===== src/rtl/divider_pkg.sv =====
// Shared types and sizing helpers for the restoring divider.
package divider_pkg;

  // Divider control states.
  typedef enum logic [1:0] {
    S_IDLE = 2'd0,
    S_CALC = 2'd1,
    S_DONE = 2'd2
  } state_t;

  // Iteration counter width: must index 0 .. width-1, never narrower than 1 bit.
  function automatic int cnt_width(input int width);
    return (width <= 2) ? 1 : $clog2(width);
  endfunction

endpackage


===== src/rtl/cl_subtractor.sv =====
// Add/subtract unit: sum_o = a_i + (b_i ^ {sub_i}) + sub_i, c_o = carry out.
// In subtract mode c_o = 1 means a_i >= b_i (no borrow).
module cl_subtractor #(
  parameter int Width = 9
) (
  input  logic [Width-1:0] a_i,
  input  logic [Width-1:0] b_i,
  input  logic             sub_i,
  output logic [Width-1:0] sum_o,
  output logic             c_o
);

  logic [Width-1:0] b_x;
  logic [Width-1:0] gen;
  logic [Width-1:0] prop;
  logic [Width:0]   carry;

  // Per-bit generate/propagate terms on the conditionally inverted operand.
  generate
    for (genvar gi = 0; gi < Width; gi++) begin : g_gp
      assign b_x[gi]  = b_i[gi] ^ sub_i;
      assign gen[gi]  = a_i[gi] & b_x[gi];
      assign prop[gi] = a_i[gi] ^ b_x[gi];
    end
  endgenerate

  // Carry chain; sub_i doubles as the +1 of the two's complement.
  always_comb begin
    carry    = '0;
    carry[0] = sub_i;
    for (int i = 0; i < Width; i++) begin
      carry[i+1] = gen[i] | (prop[i] & carry[i]);
    end
  end

  // Sum bits from propagate and incoming carry.
  generate
    for (genvar gi = 0; gi < Width; gi++) begin : g_sum
      assign sum_o[gi] = prop[gi] ^ carry[gi];
    end
  endgenerate

  assign c_o = carry[Width];

endmodule


===== src/rtl/restoring_divider.sv =====
// Multi-cycle unsigned restoring divider, one quotient bit per clock.
// Optional feature macro: RESTORING_DIVIDER_DBZ_EN (zero divisor short-cuts
// straight to the result and raises div_by_zero_o).
module restoring_divider
  import divider_pkg::*;
#(
  parameter int Width = 8
) (
  input  logic             clk_i,
  input  logic             rst_i,
  input  logic             start_i,
  input  logic [Width-1:0] dividend_i,
  input  logic [Width-1:0] divisor_i,
  output logic             busy_o,
  output logic             valid_o,
  output logic [Width-1:0] quotient_o,
  output logic [Width-1:0] remainder_o,
  output logic             div_by_zero_o
);

  localparam int CntW = cnt_width(Width);
  localparam logic [CntW-1:0] LastCnt = CntW'(Width - 1);

  state_t           state_reg, state_next;
  logic [CntW-1:0]  cnt_reg;
  logic [Width:0]   p_reg;
  logic [Width-1:0] q_reg;
  logic [Width:0]   d_reg;
  logic [Width-1:0] quotient_reg;
  logic [Width-1:0] remainder_reg;

  logic [Width:0]   p_shift;
  logic [Width:0]   diff;
  logic             no_borrow;
  logic [Width:0]   p_new;
  logic [Width-1:0] q_new;
  logic             last_iter;
  logic             divisor_zero;
  logic             p_msb_unused;

  // P[Width] only carries intermediate weight; it is never read back.
  assign p_msb_unused = p_reg[Width];

  // Trial subtraction of the divisor from the shifted partial remainder.
  assign p_shift = {p_reg[Width-1:0], q_reg[Width-1]};

  cl_subtractor #(
    .Width (Width + 1)
  ) u_sub (
    .a_i   (p_shift),
    .b_i   (d_reg),
    .sub_i (1'b1),
    .sum_o (diff),
    .c_o   (no_borrow)
  );

  assign p_new     = no_borrow ? diff : p_shift;
  assign q_new     = {q_reg[Width-2:0], no_borrow};
  assign last_iter = (cnt_reg == LastCnt);

`ifdef RESTORING_DIVIDER_DBZ_EN
  logic dbz_reg;

  assign divisor_zero = (divisor_i == '0);

  // Flag follows each accepted start, so it clears on the next good request.
  always_ff @(posedge clk_i) begin
    if (rst_i) begin
      dbz_reg <= 1'b0;
    end else if ((state_reg == S_IDLE) && start_i) begin
      dbz_reg <= divisor_zero;
    end
  end

  assign div_by_zero_o = dbz_reg;
`else
  assign divisor_zero  = 1'b0;
  assign div_by_zero_o = 1'b0;
`endif

  // State register.
  always_ff @(posedge clk_i) begin
    if (rst_i) begin
      state_reg <= S_IDLE;
    end else begin
      state_reg <= state_next;
    end
  end

  // Next-state logic; starts outside S_IDLE are simply ignored.
  always_comb begin
    state_next = state_reg;
    case (state_reg)
      S_IDLE: begin
        if (start_i) begin
          state_next = divisor_zero ? S_DONE : S_CALC;
        end
      end
      S_CALC: begin
        if (last_iter) begin
          state_next = S_DONE;
        end
      end
      S_DONE:  state_next = S_IDLE;
      default: state_next = S_IDLE;
    endcase
  end

  // Status outputs decoded from the state.
  always_comb begin
    busy_o  = (state_reg != S_IDLE);
    valid_o = (state_reg == S_DONE);
  end

  // Working registers and result registers.
  always_ff @(posedge clk_i) begin
    if (rst_i) begin
      cnt_reg       <= '0;
      p_reg         <= '0;
      q_reg         <= '0;
      d_reg         <= '0;
      quotient_reg  <= '0;
      remainder_reg <= '0;
    end else begin
      case (state_reg)
        S_IDLE: begin
          if (start_i) begin
            q_reg   <= dividend_i;
            p_reg   <= '0;
            d_reg   <= {1'b0, divisor_i};
            cnt_reg <= '0;
            if (divisor_zero) begin
              quotient_reg  <= '1;
              remainder_reg <= dividend_i;
            end
          end
        end
        S_CALC: begin
          p_reg   <= p_new;
          q_reg   <= q_new;
          cnt_reg <= cnt_reg + 1'b1;
          if (last_iter) begin
            quotient_reg  <= q_new;
            remainder_reg <= p_new[Width-1:0];
          end
        end
        default: begin
        end
      endcase
    end
  end

  assign quotient_o  = quotient_reg;
  assign remainder_o = remainder_reg;

endmodule


===== config.mk =====
export PLATFORM = sky130hd
export DESIGN_NAME = restoring_divider
export DESIGN_NICKNAME = d
export VERILOG_FILES = /design/src/rtl/divider_pkg.sv /design/src/rtl/cl_subtractor.sv /design/src/rtl/restoring_divider.sv
export SDC_FILE = /design/constraint.sdc
export NUM_CORES = 1
export LEC_CHECK = 0
export ABC_AREA = 1
export CAP_MARGIN = 15
export CORE_AREA = 2 2 65 67
export DETAILED_ROUTE_END_ITERATION = 7
export DIE_AREA = 0 0 67 69
export GPL_TIMING_DRIVEN = 0
export PLACE_DENSITY = 0.77
export SYNTH_ARGS = -nofsm -noshare
export SYNTH_HDL_FRONTEND = slang
export SYNTH_SLANG_ARGS = --single-unit

===== constraint.sdc =====
create_clock -name clk_i -period 9.3 [get_ports clk_i]
set_input_delay 1.86 -clock clk_i [delete_from_list [all_inputs] [get_ports clk_i]]
set_output_delay 1.86 -clock clk_i [all_outputs]
set_load 0.02 [all_outputs]

Yosys cells after proc, flatten, opt, wreduce, memory -nomap -nowiden
Index checks and enable logic that the tools add are counted. W data, S select, Z words.

Memories kept: 0. Bits in latches: 0. Output and inout port bits: 19. Flip-flop bits (word level): 45. Memory bits (writable): 0. Logic and storage cells: 80. Input bits: 19. Memory bits (read-only): 0.

Reduce and logical (&&, ||, !) cells: 7. Add/sub/neg operators: 1. Multiply operators: 0. Shift-type cells: 0. Bitwise operators: 50. Mux-type cells: 10. Equality and inequality tests: 5. Divide/modulo/power cells: 0. Order comparisons: 0.

Operators by type and width (count): $pmux W8 S2 (2); $mux W8 (3); $and A1 B1 Y1 (16); $xor A1 B1 Y1 (15); $not A1 Y1 (10); $or A1 B1 Y1 (9); $reduce_and A2 Y1 (4); $pmux W3 S2 (1); $mux W2 (2); $ne A2 B2 Y1 const B (2); $pmux W2 S2 (1); $reduce_bool A2 Y1 (2); $add A3 B1 Y3 const B (1); $eq A3 B3 Y1 const B (1); $mux W3 (1); $eq A2 B1 Y1 const B (1); $eq A2 B2 Y1 const B (1); $logic_not A2 Y1 (1).

Longest topological paths before layout
Gate-level depths: netlist of the first run.

Word-level depth: 21. Depth in mapped cells: 18. Gate-level depth less buffers: 18.

By module
From an unflattened synthesis of the first run, not the netlist that was laid out.

Cell total of the unflattened synthesis: 327. Area, all modules: 2234.6 um2.

Modules (own cells, without submodules): restoring_divider (area an instance 1856.8 um2, times used 1, cells each 263, seq. area each 900.9 um2); cl_subtractor (area an instance 377.9 um2, times used 1, cells each 64, seq. area each 0.0 um2).

Worst setup path after synthesis of the first run
OpenSTA, ideal clock, no wires.

Path type: reg2reg. From: register q_reg[7]. To: register remainder_reg[0] (netlist: remainder_o[0]). Period minus slack after synthesis: 3.748 ns. Setup time: 0.116 ns. Path slack: 5.552 ns. Data arrival time: 3.632 ns. Path buffers: 0. Required time: 9.184 ns. Stages on the path, launching flop included: 17. Path through: dfxtp_1 inv_1 ha_1 inv_1 fa_1 inv_1 fa_1 inv_1 fa_1 fa_1 fa_1 fa_1 fa_1 nor2_1 nand2_1 a21oi_1 nor2_1.

Cells in the longest elaborated chain, start to end: 19. Elaborated cells between the ends (all ways): 21. Those cells by class: mux: 1; bitwise: 20.

RTL lines: start: declaration (RTL line restoring_divider.sv:27) `logic [Width-1:0] q_reg;`; start signal: assignment (RTL line restoring_divider.sv:128) `q_reg <= dividend_i;`; start signal: assignment (RTL line restoring_divider.sv:140) `q_reg <= q_new;`; $and A1 B1 Y1 / $xor A1 B1 Y1 (equally long branches) (RTL line cl_subtractor.sv:22, cl_subtractor.sv:23); $or A1 B1 Y1 (RTL line cl_subtractor.sv:32) `carry[i+1] = gen[i] | (prop[i] & carry[i]);`; $and A1 B1 Y1 (RTL line cl_subtractor.sv:32); $or A1 B1 Y1 (RTL line cl_subtractor.sv:32); $and A1 B1 Y1 (RTL line cl_subtractor.sv:32); $or A1 B1 Y1 (RTL line cl_subtractor.sv:32); $and A1 B1 Y1 (RTL line cl_subtractor.sv:32); $or A1 B1 Y1 (RTL line cl_subtractor.sv:32); [... 3 more ...]; $or A1 B1 Y1 (RTL line cl_subtractor.sv:32); $and A1 B1 Y1 (RTL line cl_subtractor.sv:32); $or A1 B1 Y1 (RTL line cl_subtractor.sv:32); $and A1 B1 Y1 (RTL line cl_subtractor.sv:32); $or A1 B1 Y1 (RTL line cl_subtractor.sv:32); $and A1 B1 Y1 (RTL line cl_subtractor.sv:32); $or A1 B1 Y1 (RTL line cl_subtractor.sv:32); $mux W8 (*) (RTL line restoring_divider.sv:57) `assign p_new = no_borrow ? diff : p_shift;`; end signal: assignment (RTL line restoring_divider.sv:134) `remainder_reg <= dividend_i;`; end signal: assignment (RTL line restoring_divider.sv:144) `remainder_reg <= p_new[Width-1:0];`; end: declaration (RTL line restoring_divider.sv:30) `logic [Width-1:0] remainder_reg;`.

Every way passes the cells marked *; elsewhere a longest branch is shown, timed or not. A chain may end at the register's enable or synchronous reset.

Worst setup path in the final report of the first run
From: register q_reg[7]. To: register remainder_reg[2] (netlist: remainder_o[2]).

Cells in the longest elaborated chain, start to end: 19. Elaborated cells between the ends (all ways): 21. Those cells by class: mux: 1; bitwise: 20.

RTL lines (RTL line): $and A1 B1 Y1 / $xor A1 B1 Y1 (equally long branches) (cl_subtractor.sv:22, cl_subtractor.sv:23); $or A1 B1 Y1 (*) (cl_subtractor.sv:32); $and A1 B1 Y1 (*) (cl_subtractor.sv:32); $or A1 B1 Y1 (*) (cl_subtractor.sv:32); $and A1 B1 Y1 (cl_subtractor.sv:32); $or A1 B1 Y1 (cl_subtractor.sv:32); $and A1 B1 Y1 (cl_subtractor.sv:32); $or A1 B1 Y1 (cl_subtractor.sv:32); [... 3 more ...]; $or A1 B1 Y1 (cl_subtractor.sv:32); $and A1 B1 Y1 (cl_subtractor.sv:32); $or A1 B1 Y1 (cl_subtractor.sv:32); $and A1 B1 Y1 (cl_subtractor.sv:32); $or A1 B1 Y1 (cl_subtractor.sv:32); $and A1 B1 Y1 (cl_subtractor.sv:32); $or A1 B1 Y1 (cl_subtractor.sv:32); $mux W8 (*) (restoring_divider.sv:57).

Marked as above.

==> impl_metrics.ini, run 1 <==
[clocking]
cts_repair_resize_count = 0
cts_num_sinks = 45
tritoncts = yes
ctsHtreeMaxLevel = 2
cts_root_buf = sky130_fd_sc_hd__clkbuf_8
hold_buffers = 0
cts.path.max_buffers = 2
cts_made_buffers = 5
clkTransAtPathRegs_ns = 0.08
clk-insertion-delay-late_ns = 0.30
post-cts-setup-buffers = 0

[final_layout]
post_route_core_utilization_pct = 65.73
flow.area_growth_from_synthesis_pct = 24.68
final_net_count = 352
instances_no_fill = 373
number_of_antenna_cells_inserted = 0
layout-drive-gt1-share_pct = 6.192

[synthesis]
synth-simple-area-share_pct = 24.44
synth_top_cells_by_area = sky130_fd_sc_hd__dfxtp_1 (44%), sky130_fd_sc_hd__nand2_1 (9.8%), sky130_fd_sc_hd__nor2_1 (8.2%)
synthDistinctLibCells = 18
edff_count_synth = 0
synth_top_area_share_pct = 43.66
largest_family_of_logic_cells_by_synthesized_area = simple AND/OR/NAND/NOR gates
synth_commonest_cells = sky130_fd_sc_hd__nand2_1 (54), sky130_fd_sc_hd__dfxtp_1 (45), sky130_fd_sc_hd__nor2_1 (45)
compound_cell_area_share_of_the_yosys_netlist_pct = 12.80
synth-adder-area-share_pct = 8.611
mappedNetlistArea_mm2 = 0.002063
async_flop_share_pct = 0
count_of_synthesis_stage_warnings_from_yosys = 0
synthXorXnorAreaFrac_pct = 0
synth_most_common_cell = sky130_fd_sc_hd__nand2_1
postSynth.topFlopCell = sky130_fd_sc_hd__dfxtp_1
yosys_register_bits = 45
syn_inst = 280
synth_mux_area_share_pct = 0
ys_seq_area_share_pct = 43.66
synth.largest_area_cell = sky130_fd_sc_hd__dfxtp_1
syn_nets = 309
avgSynthCellArea_um2 = 7.369

[power]
clock_power_share_pct = 28.7
p_sw_share_pct = 30.63
net-switching-power_uw = 131.8
seq_power_share_pct = 48.7
report.power.total_uw = 430.3
irDropWorstVdd_mv = 0.1227
lkg_pwr_nw = 1.124
power.share.combinational_pct = 22.6
internal-power_uw = 298.5
power_density_mw_per_mm2 = 167.3

[setup_path]
critPathCaptureType = flip-flop
crit_path_start_kind = flip-flop
timing_worst_setup_path_type = reg2reg
critPathRequiredTime_ns = 9.50
cp.arrival_ns = 4.45
worst_r2r_startpoint = q_reg[7]
critical_path_peak_fanout = 9
crit_start = q_reg[7]

[detailed_routing]
drt_wl_total_um = 4585
drt-wirelength-per-cell_um = 12.29
detailroute.via_count = 1852
first_pass_iters = 4
detail_route.vias_per_cell = 4.965
antenna_viol_nets_final = 0
first_iter_violations = 76
post_route_drc_violation_count = 0

[placement]
port-buffer-count = 36
placed_cells = 366
routabilityCongestion = 0.8318
dpl.hpwl_um = 3323

[timing]
fmaxAchievable_mhz = 235.2
grt_setup_unrepaired = false
slew_violations = 0
final.min_clock_period_ns = 4.252
finalSetupViolCount = 0
final_skew_ns = 0.005453
worst_slew_margin_rel_pct = 55.25
final.hold.worst_slack_ns = 0.4732
timing_hold_violations_final = 0
layout_worst_path_cycle_share_pct = 45.72
setup_tns_ns = 0
worstMarginPinSlew_ns = 0.6688

[floorplan]
std_cell_rows = 23
floorplan.die.width_um = 67
ioPinCount = 38
initial_utilization_pct = 52.72
floorplan.die_area_mm2 = 0.004623
chipHeight_um = 69
fp.coreArea_mm2 = 0.003914

[flow_run]
cap_viol_max_count = 0

[global_routing]
global_route.usage.total_pct = 23.12
grt_pass1_wl_um = 8183
grt_max_degree = 13
globalRoute.totalOverflow = 0
number_of_global_route_vias_before_repair = 1814
grt_antenna_before_repair = 0

[hold_path]
worst_hold_startpoint = cnt_reg[1]
hp-class = reg2reg

[outcome]
outcome = complete, no violations
worst paths after layout:
check                        end  slack, ns  cells past startpoint
setup reg to reg  remainder_o[2]       5.05                     16
hold / removal        cnt_reg[1]       0.47                      2
setup / recovery  remainder_o[2]       5.05                     16
hold reg to reg       cnt_reg[1]       0.47                      2
logic make-up after synthesis:
logic type               after synthesis
other                                  1
adder cells (fa/ha/maj)               10
AO/OA/AOI/OAI                         52
AND/OR/NAND/NOR                      122
flip-flops                            45
buffers and inverters                 50
power groups by stage:
stage / Combinational (mW) / Sequential [mW] / Clock (mW)
after CTS: 0.0967 / 0.210 / 0.125
final: 0.0972 / 0.210 / 0.123
after floorplan: 0.0701 / 0.213 / 0
after detailed placement: 0.0961 / 0.214 / 0
after global routing: 0.115 / 0.211 / 0.136
after global placement: 0.0931 / 0.214 / 0
worst max-delay path, stage by stage (launching register included):
cell and delay, ns:
sky130_fd_sc_hd__dfxtp_1 0.30, sky130_fd_sc_hd__inv_1 0.09, sky130_fd_sc_hd__ha_1 0.15, sky130_fd_sc_hd__inv_1 0.05, sky130_fd_sc_hd__fa_1 0.35, sky130_fd_sc_hd__inv_1 0.07, sky130_fd_sc_hd__fa_1 0.15, sky130_fd_sc_hd__inv_1 0.05
sky130_fd_sc_hd__fa_1 0.37, sky130_fd_sc_hd__fa_1 0.38, sky130_fd_sc_hd__fa_1 0.39, sky130_fd_sc_hd__fa_1 0.39, sky130_fd_sc_hd__fa_1 0.40, sky130_fd_sc_hd__nor2_1 0.53, sky130_fd_sc_hd__nand2_1 0.16, sky130_fd_sc_hd__a21oi_1 0.23
sky130_fd_sc_hd__nor2_1 0.07
area by class of cell:
cell class              instances  area, µm²
plain buffers                  10      62.56
clock buffers                   7      86.33
fillers                       365       1341
inverters                      40      150.1
multi-input cells             185      949.7
flip-flops and latches         45      900.9
well taps                      50      62.56
repair buffers                 36      360.3
metrics by stage:
stage	worst slack [ns]	cell area, µm²
after floorplan	5.552	2063
after global placement	5.178	2486
after detailed placement	5.113	2486
after CTS	5.103	2572
after global routing	4.793	2572
final	5.048	2572
routing by layer:
layer  vias up  wire [µm]  GRT usage, %
met5         -          0             0
met2        32       2218         36.41
li1        955          -             -
met3        11        157         6.852
met1       854       2108         29.78
met4         0        100         7.937
cell usage in the layout (no fill, tap or decap):
cell type and count:
sky130_fd_sc_hd__conb_1 1, sky130_fd_sc_hd__clkbuf_8 6, sky130_fd_sc_hd__nand2_2 4, sky130_fd_sc_hd__nor2_4 2, sky130_fd_sc_hd__inv_1 39, sky130_fd_sc_hd__fa_1 7
sky130_fd_sc_hd__nand3_1 17, sky130_fd_sc_hd__clkdlybuf4s50_1 36, sky130_fd_sc_hd__buf_2 2, sky130_fd_sc_hd__nor2_1 45, sky130_fd_sc_hd__a21oi_1 20, sky130_fd_sc_hd__nand2_1 54
sky130_fd_sc_hd__dfxtp_1 45, sky130_fd_sc_hd__inv_2 1, sky130_fd_sc_hd__o21ai_2 1, sky130_fd_sc_hd__o21ai_0 31, sky130_fd_sc_hd__clkbuf_1 5, sky130_fd_sc_hd__ha_1 3
sky130_fd_sc_hd__buf_4 2, sky130_fd_sc_hd__buf_6 2
No activity file was read; power rests on OpenSTA's default activity.
==> run 2, diff against run 1 <==
--- a/config.mk
+++ b/config.mk
@@ -7,11 +7,11 @@
 export LEC_CHECK = 0
 export ABC_AREA = 1
 export CAP_MARGIN = 15
-export CORE_AREA = 2 2 65 67
+export CORE_AREA = 2 2 70 72
 export DETAILED_ROUTE_END_ITERATION = 7
-export DIE_AREA = 0 0 67 69
+export DIE_AREA = 0 0 72 74
 export GPL_TIMING_DRIVEN = 0
-export PLACE_DENSITY = 0.77
+export PLACE_DENSITY = 0.69
 export SYNTH_ARGS = -nofsm -noshare
 export SYNTH_HDL_FRONTEND = slang
 export SYNTH_SLANG_ARGS = --single-unit
==> constraint.sdc (replaced) <==
create_clock -name clk_i -period 3.9 [get_ports clk_i]
set_input_delay 0.78 -clock clk_i [delete_from_list [all_inputs] [get_ports clk_i]]
set_output_delay 0.78 -clock clk_i [all_outputs]
set_load 0.02 [all_outputs]
==> run 2 against run 1 <==
Sequential cell count is the same. Sequential share of layout area down 0.80 points. Global-route usage shrank 4.3 points. Fmax rose by 15%. Critical path depth did not move. Register-to-register slack worse by 4.8 ns. Via count is 0.11% lower. Sequential power up 140%. Die area is 15% higher. Total power grew 140%. Final area increased by 2.3%. Critical endpoint is now remainder_o[6]. Highest routed layer unchanged.
==> impl_metrics.ini, run 2 (same netlist as run 1, synthesis figures left out) <==
[outcome]
outcome = complete, no violations

[setup_path]
r2r-end = remainder_o[6]
timing.critical_path.mode_cell = sky130_fd_sc_hd__fa_2
crit_path_start_kind = flip-flop
timing.reg2reg.worst_path_depth = 16
timing.critical_path.slowest_cell_delay_ns = 0.44
cpLargestDelayFamily = adder cells
critical_path_peak_fanout = 4
critPathCaptureType = flip-flop
critPathRequiredTime_ns = 4.08
timing_worst_setup_path_type = reg2reg
crit_chain = inv_2, ha_1, inv_1, fa_1, inv_1, fa_1, inv_1, fa_1, fa_2, fa_2, fa_2, fa_2, nor2_4, nand2_1, a21oi_1, nor2_1
cp.arrival_ns = 3.87
worst_r2r_startpoint = q_reg[7]
timing.critical_path.slowest_stage_cell = sky130_fd_sc_hd__fa_2
register_to_register_setup_slack_ns = 0.21
path_buf_inv = 4

[timing]
timing_hold_violations_final = 0
slew_violations = 0
worst_slew_margin_rel_pct = 65.47
fmaxAchievable_mhz = 271.0
grt_setup_unrepaired = false
layout_worst_path_cycle_share_pct = 94.63
final_skew_ns = 0.004681
finalSetupViolCount = 0
worstMarginPinSlew_ns = 0.5180
final.hold.worst_slack_ns = 0.4735
final.min_clock_period_ns = 3.691

[placement]
routabilityCongestion = 0.8191
dpl.hpwl_um = 3237
placed_cells = 370
port-buffer-count = 36

[detailed_routing]
first_iter_violations = 117
drt-wirelength-per-cell_um = 12.04
antenna_viol_nets_final = 0
detail_route.vias_per_cell = 4.881
post_route_drc_violation_count = 0
drt_wl_total_um = 4565
first_pass_iters = 4
detailroute.via_count = 1850

[final_layout]
number_of_antenna_cells_inserted = 0
flow.area_growth_from_synthesis_pct = 27.59
seqCellArea_um2 = 900.9
multi_input_area_mm2 = 0.001011
instances_no_fill = 379
commonest_non_fill_non_tap_cells_in_the_layout = sky130_fd_sc_hd__nand2_1 (52), sky130_fd_sc_hd__dfxtp_1 (45), sky130_fd_sc_hd__nor2_1 (44)
layout-drive-gt1-share_pct = 10.77
final_net_count = 353
fillers = 438
final_common_cell = sky130_fd_sc_hd__nand2_1

[global_routing]
grt_max_degree = 13
grt_antenna_before_repair = 0
grt_pass1_wl_um = 7797
globalRoute.totalOverflow = 0
number_of_global_route_vias_before_repair = 1674
global_route.usage.total_pct = 18.83

[flow_run]
cap_viol_max_count = 0

[floorplan]
fp.coreArea_mm2 = 0.004598
floorplan.die.width_um = 72
ioPinCount = 38
std_cell_rows = 25
chipHeight_um = 74
floorplan.die_area_mm2 = 0.005328
initial_utilization_pct = 44.87

[clocking]
tritoncts = yes
cts.path.max_buffers = 2
hold_buffers = 0
cts_root_buf = sky130_fd_sc_hd__clkbuf_8
cts_made_buffers = 5
ctsHtreeMaxLevel = 2
clkTransAtPathRegs_ns = 0.08
clk-insertion-delay-late_ns = 0.29
post-cts-setup-buffers = 0
cts_num_sinks = 45

[hold_path]
hold_path_depth = 2
worst_hold_startpoint = cnt_reg[1]
hp-class = reg2reg
hold_path_end = cnt_reg[1]

[power]
irDropWorstVdd_mv = 0.2686
power_density_mw_per_mm2 = 397.1
lkg_pwr_nw = 1.119
==> run 2: cell count changes in the layout (fill, tap and decap cells not counted), moves of 4 or more <==
cell	previous run	this run
sky130_fd_sc_hd__a21oi_1	20	14
sky130_fd_sc_hd__a21oi_2	0	6
sky130_fd_sc_hd__fa_1	7	3
sky130_fd_sc_hd__fa_2	0	4
==> run 2: stage by stage <==
step	setup WS, ns	utilization (%)	instance area [µm²]	setup TNS, ns	power [mW]
after floorplan	0.1525	-	2063	0	0.6750
after global placement	-0.2300	54.18	2491	-3.003	0.7351
after detailed placement	-0.2688	54.18	2491	-3.744	0.7410
after CTS	0.006338	56.33	2590	0	1.029
after global routing	0.001890	57.25	2633	0	1.119
final	0.2094	57.25	2633	0	1.045
==> run 2: routing by layer <==
metal / wire length [µm] / track usage [%] / share of wire (%) / vias to the layer above
li1: - / - / - / 953
met1: 2134 / 25.49 / 47 / 856
met2: 2224 / 31.17 / 49 / 37
met3: 160 / 3.252 / 3.5 / 4
met4: 44 / 5.660 / 0.96 / 0
met5: 0 / 0 / 0 / -
==> run 2: area by class of cell <==
| class | instances | share of cell area, % |
|---|---|---|
| Tap cell | 54 | 2.567 |
| Inverter | 40 | 5.703 |
| Timing Repair Buffer | 36 | 13.69 |
| Clock buffer | 8 | 3.042 |
| Sequential cell | 45 | 34.22 |
| Buffer | 10 | 2.376 |
| Multi-Input combinational cell | 186 | 38.40 |
==> run 2: repair_timing <==
item / CTS / global route
pin swaps: 1 / 2
setup endpoints to repair: 18 / 18
gates cloned: 1 / 0
gates resized for setup: 4 / 14
==> run 2: worst register-to-register path: cells and delay by family, from the launching register on <==
family          cells  cell delay (ns)
simple gates        3             0.37
flops               1             0.31
fa+ha+maj           8             2.52
compound gates      1             0.16
buf+inv             4             0.24
==> run 2: worst max-delay path by stage <==
stage	endpoint	start	depth (start not counted)	slack [ns]
after floorplan	remainder_o[2]	q_reg[7]	16	0.15
after global placement	remainder_o[5]	q_reg[7]	16	-0.23
after detailed placement	remainder_o[5]	q_reg[7]	16	-0.27
after CTS	remainder_o[7]	q_reg[7]	16	0.006
after global routing	remainder_o[0]	q_reg[7]	16	0.002
final	remainder_o[6]	q_reg[7]	16	0.21
==> run 2: power by group <==
group	switching [mW]	total, mW	internal (mW)	leakage (nW)
clock	0.147	0.275	0.128	0.0395
sequential	0.0177	0.502	0.484	0.367
combinational	0.167	0.269	0.102	0.712
